--- config.mk ---
export PLATFORM = sky130hd
export DESIGN_NAME = decode_stage
export DESIGN_NICKNAME = d
export VERILOG_FILES = /design/src/rtl/decode_stage.sv
export SDC_FILE = /design/constraint.sdc
export NUM_CORES = 1
export LEC_CHECK = 0
export CELL_PAD_IN_SITES_DETAIL_PLACEMENT = 2
export CELL_PAD_IN_SITES_GLOBAL_PLACEMENT = 2
export CORE_MARGIN = 2
export CORE_UTILIZATION = 32
export DETAILED_ROUTE_END_ITERATION = 10
export GPL_TIMING_DRIVEN = 0
export PLACE_DENSITY_LB_ADDON = 0.1
export SLEW_MARGIN = 5
export SYNTH_ARGS = -nofsm -noshare
export SYNTH_HDL_FRONTEND = slang
export SYNTH_SLANG_ARGS = --single-unit
--- constraint.sdc ---
create_clock -name clk -period 4.6 [get_ports clk]
set_clock_uncertainty 0.15 [all_clocks]
set_input_delay 0.69 -clock clk [delete_from_list [all_inputs] [get_ports clk]]
set_output_delay 0.69 -clock clk [all_outputs]
set_load 0.1 [all_outputs]
--- src/rtl/decode_stage.sv ---
// decode_stage: registered RV32I decode stage with a valid/ready handshake.
// A 2-entry store (output register + skid register) absorbs back-pressure.
// Build option: define DECODE_MEXT_EN to decode the M-extension (funct7=0000001)
// on ALU_REG opcodes.
// alu_funct encoding: ADD=0 SUB=1 AND=2 OR=3 XOR=4 SLT=5 SLTU=6 SLL=7 SRL=8 SRA=9
//                     MUL=10 MULH=11 MULHSU=12 MULHU=13 DIV=14 DIVU=15 REM=16 REMU=17
`ifndef ALU_FUNCT_WIDTH
`define ALU_FUNCT_WIDTH 5
`endif

module decode_stage #(
    parameter int XLEN       = 32,
    parameter int REG_ADDR_W = 5
) (
    input  logic                        clk,
    input  logic                        rst,
    input  logic                        flush,
    input  logic                        in_valid,
    output logic                        in_ready,
    input  logic [31:0]                 instr,
    input  logic [XLEN-1:0]             pc_in,
    output logic                        out_valid,
    input  logic                        out_ready,
    output logic [XLEN-1:0]             pc_out,
    output logic [`ALU_FUNCT_WIDTH-1:0] alu_funct,
    output logic [REG_ADDR_W-1:0]       rs1,
    output logic [REG_ADDR_W-1:0]       rs2,
    output logic [REG_ADDR_W-1:0]       rd,
    output logic [XLEN-1:0]             immed,
    output logic                        illegal
);

    localparam int AW = `ALU_FUNCT_WIDTH;

    localparam logic [AW-1:0] ALU_ADD    = AW'(0);
    localparam logic [AW-1:0] ALU_SUB    = AW'(1);
    localparam logic [AW-1:0] ALU_AND    = AW'(2);
    localparam logic [AW-1:0] ALU_OR     = AW'(3);
    localparam logic [AW-1:0] ALU_XOR    = AW'(4);
    localparam logic [AW-1:0] ALU_SLT    = AW'(5);
    localparam logic [AW-1:0] ALU_SLTU   = AW'(6);
    localparam logic [AW-1:0] ALU_SLL    = AW'(7);
    localparam logic [AW-1:0] ALU_SRL    = AW'(8);
    localparam logic [AW-1:0] ALU_SRA    = AW'(9);
`ifdef DECODE_MEXT_EN
    localparam logic [AW-1:0] ALU_MUL    = AW'(10);
`endif

    localparam logic [6:0] OP_LOAD    = 7'b0000011;
    localparam logic [6:0] OP_STORE   = 7'b0100011;
    localparam logic [6:0] OP_BRANCH  = 7'b1100011;
    localparam logic [6:0] OP_JAL     = 7'b1101111;
    localparam logic [6:0] OP_JALR    = 7'b1100111;
    localparam logic [6:0] OP_LUI     = 7'b0110111;
    localparam logic [6:0] OP_AUIPC   = 7'b0010111;
    localparam logic [6:0] OP_ALU_IMM = 7'b0010011;
    localparam logic [6:0] OP_ALU_REG = 7'b0110011;

    localparam logic [2:0] F3_ADD  = 3'd0;
    localparam logic [2:0] F3_SLL  = 3'd1;
    localparam logic [2:0] F3_SLT  = 3'd2;
    localparam logic [2:0] F3_SLTU = 3'd3;
    localparam logic [2:0] F3_XOR  = 3'd4;
    localparam logic [2:0] F3_SRL  = 3'd5;
    localparam logic [2:0] F3_OR   = 3'd6;
    localparam logic [2:0] F3_AND  = 3'd7;

    localparam logic [6:0] F7_BASE = 7'b0000000;
    localparam logic [6:0] F7_ALT1 = 7'b0100000;
    localparam logic [6:0] F7_MEXT = 7'b0000001;

    typedef struct packed {
        logic [XLEN-1:0]       pc;
        logic [AW-1:0]         alu;
        logic [REG_ADDR_W-1:0] rs1;
        logic [REG_ADDR_W-1:0] rs2;
        logic [REG_ADDR_W-1:0] rd;
        logic [XLEN-1:0]       imm;
        logic                  ill;
    } bundle_t;

    logic [6:0] opcode_s;
    logic [2:0] funct3_s;
    logic [6:0] funct7_s;
    logic [XLEN-1:0] imm_i_s, imm_s_s, imm_b_s, imm_u_s, imm_j_s, imm_sh_s;
    logic [AW-1:0]   dec_alu_s;
    logic [XLEN-1:0] dec_imm_s;
    logic            dec_ill_s;
    bundle_t         dec_s;

    bundle_t or_q, or_d, sk_q, sk_d;
    logic    or_valid_q, or_valid_d, sk_valid_q, sk_valid_d, in_ready_q, in_ready_d;
    logic    accept_s, or_free_s;

    assign opcode_s = instr[6:0];
    assign funct3_s = instr[14:12];
    assign funct7_s = instr[31:25];

    // Sign-extending casts of each immediate format; shamt is zero-extended.
    assign imm_i_s  = XLEN'($signed(instr[31:20]));
    assign imm_s_s  = XLEN'($signed({instr[31:25], instr[11:7]}));
    assign imm_b_s  = XLEN'($signed({instr[31], instr[7], instr[30:25], instr[11:8], 1'b0}));
    assign imm_u_s  = XLEN'($signed({instr[31:12], 12'h000}));
    assign imm_j_s  = XLEN'($signed({instr[31], instr[19:12], instr[20], instr[30:21], 1'b0}));
    assign imm_sh_s = XLEN'(instr[24:20]);

    // Opcode/funct decode into immediate, ALU operation and illegal flag.
    always_comb begin
        dec_imm_s = '0;
        dec_alu_s = ALU_ADD;
        dec_ill_s = 1'b0;
        case (opcode_s)
            OP_LOAD, OP_JALR:  dec_imm_s = imm_i_s;
            OP_STORE:          dec_imm_s = imm_s_s;
            OP_BRANCH:         dec_imm_s = imm_b_s;
            OP_JAL:            dec_imm_s = imm_j_s;
            OP_LUI, OP_AUIPC:  dec_imm_s = imm_u_s;
            OP_ALU_IMM: begin
                if (funct3_s == F3_SLL || funct3_s == F3_SRL) begin
                    dec_imm_s = imm_sh_s;
                end else begin
                    dec_imm_s = imm_i_s;
                end
                case (funct3_s)
                    F3_ADD:  dec_alu_s = ALU_ADD;
                    F3_SLL: begin
                        dec_alu_s = ALU_SLL;
                        dec_ill_s = (funct7_s != F7_BASE);
                    end
                    F3_SLT:  dec_alu_s = ALU_SLT;
                    F3_SLTU: dec_alu_s = ALU_SLTU;
                    F3_XOR:  dec_alu_s = ALU_XOR;
                    F3_SRL: begin
                        if (funct7_s == F7_BASE) begin
                            dec_alu_s = ALU_SRL;
                        end else if (funct7_s == F7_ALT1) begin
                            dec_alu_s = ALU_SRA;
                        end else begin
                            dec_alu_s = ALU_ADD;
                            dec_ill_s = 1'b1;
                        end
                    end
                    F3_OR:   dec_alu_s = ALU_OR;
                    F3_AND:  dec_alu_s = ALU_AND;
                    default: dec_alu_s = ALU_ADD;
                endcase
            end
            OP_ALU_REG: begin
                if (funct7_s == F7_MEXT) begin
`ifdef DECODE_MEXT_EN
                    dec_alu_s = ALU_MUL + AW'(funct3_s);
`else
                    dec_alu_s = ALU_ADD;
                    dec_ill_s = 1'b1;
`endif
                end else if (funct7_s != F7_BASE && funct7_s != F7_ALT1) begin
                    dec_alu_s = ALU_ADD;
                    dec_ill_s = 1'b1;
                end else begin
                    // ALT1 is only meaningful for ADD (->SUB) and SRL (->SRA).
                    dec_ill_s = (funct7_s == F7_ALT1) && (funct3_s != F3_ADD) && (funct3_s != F3_SRL);
                    case (funct3_s)
                        F3_ADD:  dec_alu_s = (funct7_s == F7_ALT1) ? ALU_SUB : ALU_ADD;
                        F3_SLL:  dec_alu_s = ALU_SLL;
                        F3_SLT:  dec_alu_s = ALU_SLT;
                        F3_SLTU: dec_alu_s = ALU_SLTU;
                        F3_XOR:  dec_alu_s = ALU_XOR;
                        F3_SRL:  dec_alu_s = (funct7_s == F7_ALT1) ? ALU_SRA : ALU_SRL;
                        F3_OR:   dec_alu_s = ALU_OR;
                        F3_AND:  dec_alu_s = ALU_AND;
                        default: dec_alu_s = ALU_ADD;
                    endcase
                end
            end
            default: dec_ill_s = 1'b1;
        endcase
    end

    assign dec_s = '{pc:  pc_in,
                     alu: dec_alu_s,
                     rs1: REG_ADDR_W'(instr[19:15]),
                     rs2: REG_ADDR_W'(instr[24:20]),
                     rd:  REG_ADDR_W'(instr[11:7]),
                     imm: dec_imm_s,
                     ill: dec_ill_s};

    assign accept_s  = in_valid & in_ready_q;
    assign or_free_s = ~or_valid_q | out_ready;

    // Next state of output/skid registers: flush first, then drain/refill, then skid capture.
    always_comb begin
        or_d       = or_q;
        sk_d       = sk_q;
        or_valid_d = or_valid_q;
        sk_valid_d = sk_valid_q;
        if (flush) begin
            or_valid_d = 1'b0;
            sk_valid_d = 1'b0;
        end else if (or_free_s) begin
            if (sk_valid_q) begin
                // in_ready is low while the skid is full, so nothing new arrives here.
                or_d       = sk_q;
                or_valid_d = 1'b1;
                sk_valid_d = 1'b0;
            end else if (accept_s) begin
                or_d       = dec_s;
                or_valid_d = 1'b1;
            end else begin
                or_valid_d = 1'b0;
            end
        end else if (accept_s) begin
            sk_d       = dec_s;
            sk_valid_d = 1'b1;
        end else begin
            sk_valid_d = sk_valid_q;
        end
        in_ready_d = ~sk_valid_d;
    end

    // State registers with synchronous reset to an empty, ready stage.
    always_ff @(posedge clk) begin
        if (rst) begin
            or_q       <= '0;
            sk_q       <= '0;
            or_valid_q <= 1'b0;
            sk_valid_q <= 1'b0;
            in_ready_q <= 1'b1;
        end else begin
            or_q       <= or_d;
            sk_q       <= sk_d;
            or_valid_q <= or_valid_d;
            sk_valid_q <= sk_valid_d;
            in_ready_q <= in_ready_d;
        end
    end

    assign in_ready  = in_ready_q;
    assign out_valid = or_valid_q;
    assign pc_out    = or_q.pc;
    assign alu_funct = or_q.alu;
    assign rs1       = or_q.rs1;
    assign rs2       = or_q.rs2;
    assign rd        = or_q.rd;
    assign immed     = or_q.imm;
    assign illegal   = or_q.ill;

endmodule

==> summary.md, run 1 <==
| Metric | Value |
|---|---|
| Hpwl dp | 20.2 mm |
| First-pass GRT wire length | 42.8 mm |
| Post-synth cell types | 52 |
| Drt first-iter violations | 286 |
| Critical Path End Type | flop |
| PD cells | 394 nW/um^2 |
| Clk pin slew, worst setup/hold paths | 0.07 ns |
| Hold_ws | 0.308 ns |
| Die Y-Extent | 155 um |
| Drt via density | 5.29 |
| Synth Net Count | 916 |
| Syn Area/Cell | 8.59 sq um |
| Worst-case clock buffer depth | 2 |
| Cells along the critical path | clkdlybuf4s50_1 > a21oi_1 > nor3_2 > clkbuf_1 > buf_1 > nor2_1 > a211oi_1 |
| Fin. Hold Viols | 0 |
| Syn Inst Count | 847 |
| Initial antenna violation count | 1 |
| CP max stage cell | nor3_2 |
| Antenna violation net count after detailed routing | 0 |
| Clock root cell | clkbuf_16 |
| I/O Pins | 156 |
| Status | completed |
| Tmin final | 3.40 ns |
| Slew margin rel. | 28.0% |
| Worst hold path type | reg2reg |
| WL per Instance | 20.9 um |
| Commonest non-fill, non-tap cells in the layout | 171 x dfxtp_1, 150 x clkdlybuf4s50_1, 136 x nand2_1 |
| Crit path launch type | input port |
| Die width | 155 um |
| Crit path max-delay family | buffers and inverters |
| GP Congestion | 0.807 |
| Buffers on Ports | 150 |
| Endpoints failing setup | 0 |
| Top FF cell, synth | dfxtp_1 |
| Worst slack, placed | 0.757 ns |
| Most area-hungry cell type in the Yosys netlist | dfxtp_1 |
| CP Data Arrival Time | 3.59 ns |
| Post-synth ARST share | 0% |
| Fin area | 9750 sq um |
| Post-CTS setup buffer count | 0 |
| Drt pass-1 iters | 4 |
| CTS tree | done |
| Drt drc | 0 |
| Synth Register Bits | 171 |
| GRT Residual Overflow | 0 |
| Leak | 3.07 nW |
| Hold_buf cts | 0 |
| Final nets | 1085 |
| Core Area | 22500 sq um |
| Gr usage total | 23.1% |
| Crit-path max FO | 10 |
| Max cap viols | 0 |
| Tightest Pin Transition | 1.08 ns |
| TNS Setup | 0 ns |
| Final wirelength | 27.5 mm |
| CP peak stage delay | 0.75 ns |
| Clock sink count | 171 |
| Post-synth EDFFs | 0 |
| Pwr Total | 3.84 mW |
| Share of cells above drive strength 1 | 4.96% |
| Synth top area cells | dfxtp_1 47%, a211oi_1 8.8%, mux2i_1 7.6% |
| Number of gates resized after CTS | 0 |
| Max Transition Viols Final | 0 |
| Worst VDD drop | 0.225 mV |
| Initial Util | 32.3% |
| Post-synthesis sequential area ratio | 47.0% |
| Req. time, crit path | 4.79 ns |
| Die footprint | 24000 sq um |
| Vias | 6955 |
| Most common cell after layout, fill and taps aside | dfxtp_1 |
| Tcrit/Tclk final | 73.9% |
| Later-pin clock latency in the skew report | 0.43 ns |
| Mapped Area | 7280 sq um |
| Largest net degree at the start of global routing | 17 |
| Vias in the first global route | 7526 |
| Worst path bufs/invs | 3 |
| Yosys warns | 0 |
| WS Path Type | in2reg |
| Top-area cell type share of the netlist area | 47.0% |
| FP Rows | 55 |
| RSZ-0062 raised after global routing | false |
| Fmax | 294 MHz |
| Setup WS post-layout | 1.20 ns |
| Placed cell area | 9140 sq um |
| TritonCTS buffer count | 17 |
| Area growth syn-to-layout | 34.0% |
| CTS H-tree depth | 4 |
-- metrics by stage --
step,utilization (%),instances
after global routing,43.3,1315
after floorplan,-,847
after global placement,40.6,1282
after detailed placement,40.6,1282
final,43.3,1315
after CTS,43.3,1314
-- layout make-up --
| type | count | area [sq um] |
|---|---|---|
| well taps | 285 | 357 |
| fillers | 2540 | 12800 |
| clock inverters | 13 | 179 |
| plain buffers | 76 | 302 |
| multi-input cells | 595 | 3530 |
| diodes | 1 | 2.50 |
| repair buffers | 150 | 1500 |
| flip-flops and latches | 171 | 3420 |
| clock buffers | 19 | 433 |
| inverters | 5 | 18.8 |
-- Yosys cell counts, types with 10 or more instances --
| cell | number |
|---|---|
| buf_2 | 10 |
| a311oi_1 | 13 |
| nor2_1 | 91 |
| nand3_1 | 13 |
| o21ai_0 | 23 |
| mux2i_1 | 55 |
| nand2_1 | 136 |
| a211oi_1 | 85 |
| nand3b_1 | 26 |
| a21oi_1 | 71 |
| dfxtp_1 | 171 |
| clkbuf_1 | 62 |
-- final timing paths --
kind,from,to,slack [ns],cells after the start
worst min-delay path,sk_q[80],sk_q[80],0.31,2
worst max-delay path,in_valid,pc_out[24],1.20,7
worst max register to register,sk_valid_q,pc_out[24],1.51,7
worst min register to register,sk_q[80],sk_q[80],0.31,2
-- tightest hold or removal path: stages, from the launching register on --
cell,delay (ns)
dfxtp_1,0.31
nand2_1,0.05
a21oi_1,0.05
-- routing by layer --
metal	wire, um	vias up	track usage [%]
met5	0	-	0
met4	306	0	4.85
met3	1150	20	4.71
met2	13300	134	39.6
met1	12700	3436	30.2
li1	-	3365	-
-- sequential cells by signal, summed over array words and instances, names as in the netlist --
signal      cells
illegal         1
in_ready        1
out_valid       1
sk_q           84
alu_funct       4
sk_valid_q      1
rd              5
pc_out         32
rs1             5
immed          32
rs2             5
-- cells by family after synthesis --
kind of cell / count (synthesis) / synth area share (%)
mux: 55 / 7.57
flops: 171 / 47.0
xor+xnor: 1 / 0.120
simple gates: 312 / 19.8
buf+inv: 81 / 4.40
other cells: 1 / 0.0515
compound gates: 226 / 21.0
-- power by group --
group / internal [mW] / switching, mW / leakage (nW) / total, mW
logic: 0.193 / 0.543 / 1.39 / 0.736
clock network: 0.872 / 0.672 / 0.289 / 1.54
registers: 1.53 / 0.0304 / 1.39 / 1.56
total: 2.60 / 1.25 / 3.07 / 3.84
No activity file was read; power rests on OpenSTA's default activity.
==> run 2, diff against run 1 <==
--- a/config.mk
+++ b/config.mk
@@ -8,7 +8,7 @@
 export CELL_PAD_IN_SITES_DETAIL_PLACEMENT = 2
 export CELL_PAD_IN_SITES_GLOBAL_PLACEMENT = 2
 export CORE_MARGIN = 2
-export CORE_UTILIZATION = 32
+export CORE_UTILIZATION = 30
 export DETAILED_ROUTE_END_ITERATION = 10
 export GPL_TIMING_DRIVEN = 0
 export PLACE_DENSITY_LB_ADDON = 0.1
==> constraint.sdc (replaced) <==
create_clock -name clk -period 3.4 [get_ports clk]
set_clock_uncertainty 0.15 [all_clocks]
set_input_delay 0.51 -clock clk [delete_from_list [all_inputs] [get_ports clk]]
set_output_delay 0.51 -clock clk [all_outputs]
set_load 0.1 [all_outputs]
==> summary.md, run 2 (synthesized netlist as in run 1, its figures left out) <==
| Metric | Value |
|---|---|
| Fillers | 2637 |
| CTS tree | done |
| Crit-path most repeated cell | buf_1 |
| Drt first-iter violations | 297 |
| Leak | 3.06 nW |
| Initial antenna violation count | 2 |
| Critical Path End Type | flop |
| Grt peak-use layer | met2 |
| Core Area | 23600 sq um |
| CP peak stage delay | 0.73 ns |
| Final wirelength | 28.0 mm |
| Req. time, crit path | 3.59 ns |
| Endpoints failing setup | 0 |
| M2 GR Usage | 36.9% |
| Die footprint | 25500 sq um |
| Clock sink count | 171 |
| Post-CTS setup buffer count | 0 |
| Fmax | 331 MHz |
| Vias in the first global route | 7430 |
| Tmin final | 3.02 ns |
| Fin. Hold Viols | 0 |
| First-pass GRT wire length | 43.8 mm |
| Worst Setup SP | in_valid |
| Most common cell after layout, fill and taps aside | dfxtp_1 |
| Final nets | 1085 |
| Hold_ws | 0.307 ns |
| Drt via density | 5.23 |
| Hold path cells | 2 |
| Buffers on Ports | 150 |
| Reg-to-reg startpoint | sk_valid_q |
| Die Y-Extent | 160 um |
| Crit path launch type | input port |
| WS Path Type | in2reg |
| Worst Hold Launch | sk_q[81] |
| CP Data Arrival Time | 3.21 ns |
| TritonCTS buffer count | 17 |
| Commonest non-fill, non-tap cells in the layout | 171 x dfxtp_1, 150 x clkdlybuf4s50_1, 136 x nand2_1 |
| FF-to-FF setup slack | 0.51 ns |
| FP Rows | 56 |
| CTS H-tree depth | 4 |
| Vias | 7055 |
| I/O Pins | 156 |
| Largest Register | sk_q |
| Hpwl dp | 20.6 mm |
| Area growth syn-to-layout | 34.4% |
| Max Transition Viols Final | 0 |
| RSZ-0062 raised after global routing | false |
| Tcrit/Tclk final | 88.7% |
| Status | completed |
| Drt drc | 0 |
| Drt pass-1 iters | 4 |
| WL per Instance | 20.8 um |
| Worst-case clock buffer depth | 2 |
| GRT Residual Overflow | 0 |
| Die width | 160 um |
| Clk pin slew, worst setup/hold paths | 0.07 ns |
| RR Endpoint | immed[7] |
| Largest net degree at the start of global routing | 17 |
| Worst hold path type | reg2reg |
| Crit-path max FO | 10 |
| Met1 Usage GRT | 28.6% |
| Tightest Pin Transition | 1.06 ns |
| Later-pin clock latency in the skew report | 0.43 ns |
| Hold path endpoint | sk_q[81] |
| CP max stage cell | buf_1 |
| GP Congestion | 0.782 |
| Clock root cell | clkbuf_16 |
| Gr usage total | 22.0% |
| Worst VDD drop | 0.259 mV |
| Initial Util | 30.8% |
| Antenna violation net count after detailed routing | 0 |
| Max cap viols | 0 |
| Register-to-Register Path Depth | 7 |
| Met3 usage in global routing | 4.75% |
| Max reg flops | 84 |
| PD cells | 522 nW/um^2 |
| Cells along the critical path | clkdlybuf4s50_1 > a21oi_1 > nor3_4 > buf_1 > buf_1 > nor2_1 > a211oi_1 |
| Pwr Total | 5.11 mW |
| Slew margin rel. | 29.1% |
| Share of cells above drive strength 1 | 4.96% |
-- run 2: cell types whose count changed in the layout (fill, tap and decap cells not counted) --
cell,delta
inv_8,-2
clkbuf_8,+2
clkinv_4,+2
clkbuf_1,-2
nor3_4,+1
bufinv_16,-1
buf_1,+1
nor3_2,-1
inv_6,-1
-- run 2: through the flow --
stage	worst slack, ns	instance area (sq um)	setup TNS, ns	cells	utilization, %
global placement	-0.180	9180	-4.30	1316	38.9
finish	0.383	9780	0	1348	41.4
detailed placement	-0.326	9180	-9.76	1316	38.9
floorplan	0.717	7280	0	847	-
global route	0.184	9780	0	1347	41.4
CTS	0.146	9770	0	1347	41.4
-- run 2: timing repair --
item                                    in CTS  in global routing
endpoints found under the setup margin       0                  8
hold endpoints to repair                     0                  0
hold buffers                                 0                  0
resized for setup                            0                  2
-- run 2: power breakdown --
group          leakage (nW)  internal [mW]  total, mW  switching, mW
Sequential             1.39           2.07       2.12         0.0418
Clock                 0.280           1.13       1.99          0.861
Combinational          1.39          0.262      0.999          0.738
-- run 2: worst max path at each step --
stage,to
2_1_floorplan,alu_funct[0]
3_3_place_gp,immed[7]
3_5_place_dp,pc_out[24]
4_1_cts,immed[7]
5_1_grt,immed[7]
6_report,immed[7]
-- run 2: cell type report --
class	instances	area (sq um)	share of cell area, %
multi-input combinational	595	3540	36.2
sequential	171	3420	35.0
timing repair buffer	150	1500	15.4
clock buffer	20	457	4.67
tap	319	399	4.08
buffer	76	302	3.08
clock inverter	11	135	1.38
inverter	5	18.8	0.192
antenna	1	2.50	0.0256
-- run 2: worst max-delay path, delay by kind of cell --
kind / cells / cell delay (ns)
buf+inv: 3 / 1.69
simple gates: 2 / 0.62
compound gates: 2 / 0.39
-- run 2: layer usage --
layer  up-vias  wire length, um
met4         0              465
met5         -                0
met1      3522            13100
met3        26             1290
li1       3370                -
met2       137            13200
==> run 3, diff against run 2 <==
--- a/config.mk
+++ b/config.mk
@@ -10,7 +10,6 @@
 export CORE_MARGIN = 2
 export CORE_UTILIZATION = 30
 export DETAILED_ROUTE_END_ITERATION = 10
-export GPL_TIMING_DRIVEN = 0
 export PLACE_DENSITY_LB_ADDON = 0.1
 export SLEW_MARGIN = 5
 export SYNTH_ARGS = -nofsm -noshare
==> summary.md, run 3 (synthesized netlist as in run 1, its figures left out) <==
| Metric | Value |
|---|---|
| Status | completed |
| Worst hold path type | reg2reg |
| Tightest Pin Transition | 0.990 ns |
| Leak | 3.12 nW |
| Commonest non-fill, non-tap cells in the layout | 170 x dfxtp_1, 136 x nand2_1, 114 x clkdlybuf4s50_1 |
| Vias | 6819 |
| Max Transition Viols Final | 0 |
| GP Congestion | 0.882 |
| Post-CTS setup buffer count | 0 |
| Worst path bufs/invs | 1 |
| WL per Instance | 19.6 um |
| Share of cells above drive strength 1 | 10.2% |
| Die width | 160 um |
| Vias in the first global route | 7391 |
| Largest Register | sk_q |
| Most common cell after layout, fill and taps aside | dfxtp_1 |
| Max reg flops | 84 |
| WS Path Type | in2reg |
| Final Util | 40.6% |
| Non-filler cells in the finished layout | 1292 |
| Buffers on Ports | 154 |
| Req. time, crit path | 3.58 ns |
| Area of the multi-input gates | 3550 sq um |
| Register-to-Register Path Depth | 4 |
| Cell depth of the worst setup path | 6 |
| Cells along the critical path | clkdlybuf4s50_1 > or2_2 > a2111o_1 > a311oi_4 > o21bai_1 > a211oi_1 |
| Reg-to-reg startpoint | sk_valid_q |
| Gate power share | 18.9% |
| Crit path max-delay family | compound AO/OA/AOI/OAI gates |
| Clock power frac | 39.6% |
| Fillers | 2612 |
| Tmin final | 2.85 ns |
| Drt first-iter violations | 267 |
| CTS H-tree depth | 4 |
| Hold path endpoint | sk_q[45] |
| Max cap viols | 0 |
| Final wirelength | 25.3 mm |
| Core Area | 23600 sq um |
| TritonCTS buffer count | 17 |
| Clock root cell | clkbuf_16 |
| Hpwl dp | 17.5 mm |
| Gr usage total | 20.0% |
| Critical Path End Type | flop |
| Placed cell area | 8970 sq um |
| Antenna violation net count after detailed routing | 0 |
| Cells after DPL | 1259 |
| Number of gates resized after CTS | 0 |
| I/O Pins | 156 |
| Drt drc | 0 |
| Die Y-Extent | 160 um |
| Crit path launch type | input port |
| Drt via density | 5.28 |
| Hold path cells | 2 |
| Fin. Hold Viols | 0 |
| Die footprint | 25500 sq um |
| Later-pin clock latency in the skew report | 0.43 ns |
| Worst Hold Launch | sk_q[45] |
| Largest net degree at the start of global routing | 123 |
| Pwr Total | 5.10 mW |
| FP Rows | 56 |
| Worst-case clock buffer depth | 2 |
| CTS tree | done |
| Sequential Area | 3430 sq um |
| Final nets | 1028 |
| Clock sink count | 171 |
| Fmax | 351 MHz |
| Worst VDD drop | 0.259 mV |
| Switching power | 1.65 mW |
| GRT Residual Overflow | 0 |
| Area growth syn-to-layout | 31.6% |
| Fin area | 9580 sq um |
| FF-to-FF setup slack | 0.87 ns |
| Int Power | 3.45 mW |
| Crit-path max FO | 13 |
| Clk pin slew, worst setup/hold paths | 0.07 ns |
| RSZ-0062 raised after global routing | false |
| First-pass GRT wire length | 40.8 mm |
| CP max stage cell | clkdlybuf4s50_1 |
| TNS Setup | 0 ns |
| Seq pwr share | 41.5% |
| Drt pass-1 iters | 4 |
| RR Endpoint | immed[11] |
| Switching Fraction | 32.3% |
| Initial Util | 30.8% |
| Tcrit/Tclk final | 83.9% |
| Initial antenna violation count | 1 |
| CP peak stage delay | 0.62 ns |
| PD cells | 533 nW/um^2 |
| Hold_buf cts | 0 |
| Endpoints failing setup | 0 |
| Slew margin rel. | 33.8% |
| CP Data Arrival Time | 3.03 ns |
## run 3: cell types whose count changed in the layout (fill, tap and decap cells not counted), sizes merged
cell,previous run,this run
clkbuf,81,19
buf,15,55
clkdlybuf4s50,150,114
inv,8,11
clkinvlp,3,1
clkinv,3,4
## run 3: power by group through the flow
stage / Clock (mW) / Combinational, mW / Sequential (mW)
after floorplan: 0 / 0.222 / 2.60
after global placement: 0 / 0.951 / 2.16
after detailed placement: 0 / 0.972 / 2.16
after CTS: 2.08 / 0.975 / 2.12
after global routing: 2.16 / 1.02 / 2.12
final: 2.02 / 0.966 / 2.12
## run 3: worst max-delay path by stage
stage | start | to
floorplan | in_ready | alu_funct[0]
CTS | instr[2] | immed[6]
global route | instr[2] | immed[7]
detailed placement | instr[2] | immed[6]
finish | instr[2] | immed[6]
global placement | instr[2] | sk_q[22]
## run 3: metal layers
layer	GRT usage, %	vias to the layer above	part of all wire, %	wire length, um
met3	4.16	24	4.6	1160
met4	6.57	0	1.8	456
li1	-	3260	-	-
met1	24.4	3407	43	10900
met2	35.0	128	51	12800
met5	0	-	0	0
## run 3: cell type report
class                      count  area share, %
antenna                        1         0.0261
clock inverter                13           1.66
timing repair buffer         169           16.5
multi-input combinational    595           37.0
sequential                   171           35.8
tap                          319           4.17
inverter                       5          0.196
clock buffer                  19           4.62
## run 3: worst min-delay path, cell delays in order, from the launching register on
cell and delay, ns:
dfxtp_1 0.31, nand2_1 0.05, a21oi_1 0.05
## run 3: metrics by stage
stage	setup WS [ns]	hold slack (ns)
finish	0.549	0.310
global route	0.384	0.330
CTS	0.553	0.311
detailed placement	0.120	0.303
global placement	0.364	0.291
floorplan	0.717	0.282
